### config.mk
export PLATFORM = sky130hd
export DESIGN_NAME = regfile_writeback_arbiter
export DESIGN_NICKNAME = d
export VERILOG_FILES = /design/src/rtl/regfile_writeback_arbiter.sv
export SDC_FILE = /design/constraint.sdc
export NUM_CORES = 1
export LEC_CHECK = 0
export BUFFER_PORTS_ARGS = -buffer_cell sky130_fd_sc_hd__buf_2
export CAP_MARGIN = 15
export CELL_PAD_IN_SITES_DETAIL_PLACEMENT = 0
export CELL_PAD_IN_SITES_GLOBAL_PLACEMENT = 2
export CORE_MARGIN = 2
export CORE_UTILIZATION = 26
export DETAILED_ROUTE_END_ITERATION = 10
export GPL_ROUTABILITY_DRIVEN = 0
export PLACE_DENSITY = 0.81
export SLEW_MARGIN = 20
export SYNTH_ARGS = -nofsm -noshare
export SYNTH_HDL_FRONTEND = slang
export SYNTH_SLANG_ARGS = --single-unit
### constraint.sdc
create_clock -name clk -period 4.75 [get_ports clk]
set_input_delay 1.1875 -clock clk [delete_from_list [all_inputs] [get_ports clk]]
set_output_delay 1.1875 -clock clk [all_outputs]
set_load 0.01 [all_outputs]
### src/rtl/regfile_writeback_arbiter.sv
// Register-file write-port arbiter: merges ALU and load results into one registered
// write per cycle and tracks outstanding destinations for issue-stage hazard checks.
module regfile_writeback_arbiter #(
    parameter int unsigned WORDSIZE  = 64,
    parameter int unsigned SIZE      = 32,
    parameter int unsigned MAX_STALL = 4
) (
    input  logic                clk,
    input  logic                reset,
    input  logic                alu_valid,
    output logic                alu_ready,
    input  logic [4:0]          alu_rd,
    input  logic [WORDSIZE-1:0] alu_data,
    input  logic                mem_valid,
    output logic                mem_ready,
    input  logic [4:0]          mem_rd,
    input  logic [WORDSIZE-1:0] mem_data,
    input  logic                issue_valid,
    input  logic [4:0]          issue_rd,
    output logic                write_en,
    output logic [4:0]          write_addr,
    output logic [WORDSIZE-1:0] write_data,
    output logic [SIZE-1:0]     pending
);

    localparam int unsigned RD_W  = 5;
    localparam int unsigned CNT_W = 4;
    localparam logic [CNT_W-1:0] STALL_MAX = CNT_W'(MAX_STALL);

    logic [CNT_W-1:0]    stall_q, stall_d;
    logic                we_q, we_d;
    logic [RD_W-1:0]     wa_q, wa_d;
    logic [WORDSIZE-1:0] wd_q, wd_d;
    logic [SIZE-1:0]     pend_q, pend_d;

    logic alu_force;
    logic alu_xfer;
    logic mem_xfer;

    // Memory path wins by default; a starved ALU takes over once the counter saturates.
    always_comb begin
        alu_ready = 1'b0;
        mem_ready = 1'b0;
        alu_force = (stall_q == STALL_MAX);
        if (!reset) begin
            if (alu_force && alu_valid) begin
                alu_ready = 1'b1;
            end else if (mem_valid) begin
                mem_ready = 1'b1;
            end else begin
                alu_ready = alu_valid;
            end
        end
        alu_xfer = alu_valid && alu_ready;
        mem_xfer = mem_valid && mem_ready;
    end

    always_comb begin
        stall_d = stall_q;
        we_d    = 1'b0;
        wa_d    = wa_q;
        wd_d    = wd_q;
        pend_d  = pend_q;

        if (alu_valid && !alu_ready) begin
            if (stall_q != STALL_MAX) begin
                stall_d = stall_q + CNT_W'(1);
            end
        end else begin
            stall_d = '0;
        end

        if (mem_xfer) begin
            we_d = (mem_rd != '0);
            wa_d = mem_rd;
            wd_d = mem_data;
        end else if (alu_xfer) begin
            we_d = (alu_rd != '0);
            wa_d = alu_rd;
            wd_d = alu_data;
        end

        // Clear on commit first so a same-edge issue to that register keeps it pending.
        if (we_q) begin
            pend_d[wa_q] = 1'b0;
        end
        if (issue_valid && (issue_rd != '0)) begin
            pend_d[issue_rd] = 1'b1;
        end
        pend_d[0] = 1'b0;
    end

    always_ff @(posedge clk or posedge reset) begin
        if (reset) begin
            stall_q <= '0;
            we_q    <= 1'b0;
            wa_q    <= '0;
            wd_q    <= '0;
            pend_q  <= '0;
        end else begin
            stall_q <= stall_d;
            we_q    <= we_d;
            wa_q    <= wa_d;
            wd_q    <= wd_d;
            pend_q  <= pend_d;
        end
    end

    assign write_en   = we_q;
    assign write_addr = wa_q;
    assign write_data = wd_q;
    assign pending    = pend_q;

endmodule
==> results.md <==
* Sum Neg Setup Slack at 0 ps
* Post-synthesis cell count at between 300 and 400
* Static leakage at between 3 and 4 nW
* Post-synthesis sequential area ratio at 57.5%
* Gr ovfl total at 0
* Clock power frac at 28.6%
* Total of max-cap violations at 0
* Reg2reg setup slack at 2580 ps
* Post-synthesis average cell area at 11.7 um2
* Slowest stage delay, CP at approximately 240 ps
* Pins over their slew limit at 0
* CP Launch Type: input pin
* Place WS at approximately 1600 ps
* Hold Fails Final Rpt at 0
* Reg-to-reg endpoint: write_data[41]$_DFFE_PP0P_
* Maximum fanout along the worst path at 8
* DRT antenna net count at 0
* Die extent in x at about 140 um
* R2R depth at 6
* Largest net degree at the start of global routing at 71
* Buffers on Ports at 250
* Slowest CP cell: and4b_1
* Area Overhead vs Synth at 39.2%
* Max VDD drop at ~0.18 mV
* CTS tree: built
* Dpl cells at 844
* Die height at ~140 um
* Power Total at 2.63 mW
* Combinational share of power at 25.8%
* CTS max path bufs at 2
* DR DRC count at 0
* Worst skew pair latency at 350 ps
* CP endpoint: mem_ready
* Overall Global Routing Usage at 15.6%
* Vias/cell at 4.86
* Drt pass-1 iters at 4
* Die footprint at 18600 um2
* Yosys top cell by area: dfrtp_1
* H-tree depth at 3
* WP data required at 3560 ps
* Gates resized, CTS repair at 0
* Worst slew pin tran at 802 ps
* CORE AREA at 17200 um2
* Reg-to-Reg Start: stall_q[0]$_DFFE_PP0P_
* First-pass GRT wire length at between 20 and 25 mm
* Cell mode on critical path: buf_2
* Setup Skew at between 5 and 6 ps
* FP Rows at 48
* Main flop type after synthesis: dfrtp_1
* Fin util at a little under two fifths
* Syn_nets at 539
* Cell Area, Synth at 4570 um2
* Synthesized flop and latch total at 105
* Synth unique cells at 30
* Worst setup margin at 1610 ps
* Top cells by count, synth: dfrtp_1, a221o_1, and2_1
* Post-synth ARST share at 100%
* Layout Cells excl Fill at 861
* TritonCTS Buffers at 9
* NetSw at about 0.81 mW
* Starting DRT DRC Count at 189
* Clock Sinks at 105
* Routed wire length at 14.8 mm
* WP data arrival at between 1500 and 2000 ps
* Crit Path Class: in2out
* Clock Tree Root: clkbuf_16
* Avg WL per Cell at 17.2 um
* Final Cycle Share at between 60% and 70%
* Clk pin slew, worst setup/hold paths at ~70 ps
* Fraction of layout cells with a size suffix above 1 at 44.1%
* # IOs at 252
* Pint at 1.82 mW
* Vias at 4183
* YS warnings at 0
* Sequential group share of total power at approximately 46%
* Hold Crit Start: pending[26]$_DFF_PP0_
* Outcome: finished clean
* Synth area leaders: dfrtp_1, a221o_1, and2_1
* Worst setup path start: alu_valid
* Max Clock Freq at 319 MHz
* Sw Share at 30.7%
* Relative slew slack at 46.5%
* PD cells at 413 nW/um2
* Critical path, cell by cell: buf_2 > and4b_1 > nor3b_2 > buf_2
* Final Setup Violations at 0
* Post-CTS setup buffers at 0
* Vias in the first global route at 4296
* Starting Density at 26.5%
* Period minus WS final at 3140 ps
* Post-synth EDFFs at 0
* Hold buffers post-CTS at 0
* Critical path capture point type: primary output
* RSZ-0062 raised after global routing: no
* DPL Wire Length at 10.5 mm
* Antenna violations before repair at 1
* Fin nets at between 700 and 800
* Top-count cell post-synth: dfrtp_1
* Hold WC Path Type: reg2reg
* Synth top area share at 57.5%
-- per-stage QoR --
stage                     hold slack (ps)  cell area [um2]
after global placement                486             6060
after global routing                  552             6360
after floorplan                       534             4570
after CTS                             508             6360
after detailed placement              493             6060
final                                 506             6360
-- cell usage in the layout, fill, tap and decap left out --
| cell | netlist | routed |
|---|---|---|
| or3_1 | 2 | 2 |
| nor3b_2 | 0 | 1 |
| buf_12 | 0 | 1 |
| and3b_1 | 1 | 1 |
| inv_6 | 0 | 1 |
| clkbuf_1 | 11 | 1 |
| and2_1 | 69 | 69 |
| a21oi_4 | 0 | 1 |
| nand2_1 | 3 | 3 |
| xnor2_1 | 1 | 1 |
| nand3_1 | 7 | 7 |
| or3b_2 | 7 | 7 |
| buf_4 | 1 | 3 |
| o21bai_4 | 0 | 1 |
| nor2_1 | 6 | 6 |
| dfrtp_1 | 105 | 105 |
| inv_4 | 0 | 1 |
| a22o_1 | 1 | 1 |
| diode_2 | 0 | 1 |
| nand3b_1 | 11 | 11 |
| clkinv_2 | 0 | 3 |
| a221o_1 | 69 | 69 |
| clkbuf_8 | 0 | 1 |
| bufinv_16 | 0 | 1 |
| nand2b_1 | 1 | 1 |
| mux2i_1 | 1 | 1 |
| nand4_1 | 3 | 3 |
| inv_1 | 3 | 2 |
| a21boi_0 | 1 | 1 |
| o21ai_0 | 63 | 63 |
| ha_1 | 2 | 2 |
| buf_2 | 12 | 250 |
| o211ai_1 | 1 | 1 |
| clkbuf_16 | 0 | 9 |
| and4b_1 | 1 | 1 |
| nor3_1 | 2 | 2 |
| a2bb2oi_1 | 1 | 1 |
| conb_1 | 1 | 1 |
-- power by group through the flow --
stage	combinational (mW)	clock, mW	sequential, mW
2_1_floorplan	0.255	0	1.28
3_3_place_gp	0.672	0	1.21
3_5_place_dp	0.683	0	1.21
4_1_cts	0.684	0.776	1.20
5_1_grt	0.750	0.811	1.22
6_report	0.678	0.750	1.20
-- logic make-up (layout without fill, tap and decap cells) --
logic type / count (synthesis) / after routing / synth area share, %
buf+inv: 27 / 273 / 2.63
mux: 1 / 1 / 0.219
simple gates: 114 / 114 / 15.7
compound gates: 138 / 138 / 23.1
other cells: 1 / 2 / 0.0821
flops: 105 / 105 / 57.5
fa+ha+maj: 2 / 2 / 0.548
xor+xnor: 1 / 1 / 0.192
-- registers in the layout, indices dropped and copies added (netlist names) --
| register | flops |
|---|---|
| write_addr | 5 |
| write_data | 64 |
| stall_q | 4 |
| pending | 31 |
| write_en | 1 |
-- per-layer routing --
layer	GRT usage, %	share of wire [%]	vias up
met5	0	0	-
met4	6.54	2.2	0
met3	3.41	7.2	20
met2	24.7	45	186
met1	20.6	45	2015
li1	-	-	1962
-- worst min-delay path by stage --
stage / to / slack (ps) / depth (start not counted)
after floorplan: stall_q[3]$_DFFE_PP0P_ / 530 / 2
after global placement: pending[7]$_DFF_PP0_ / 490 / 2
after detailed placement: pending[4]$_DFF_PP0_ / 490 / 2
after CTS: pending[4]$_DFF_PP0_ / 510 / 2
after global routing: pending[29]$_DFF_PP0_ / 550 / 2
final: pending[26]$_DFF_PP0_ / 510 / 2
-- critical path: cells and delay by family --
family | cells | cell delay (ps)
and+or+nand+nor | 2 | 440
buffers and inverters | 2 | 320
-- layout make-up --
class	instances	area (um2)
diodes	1	2.50
clock buffers	11	243
clock inverters	5	53.8
fillers	1748	10900
inverters	3	13.8
multi-input cells	257	1840
flip-flops and latches	105	2630
well taps	225	282
repair buffers	254	1290
Note: power is estimated with default switching activity, not from simulation.
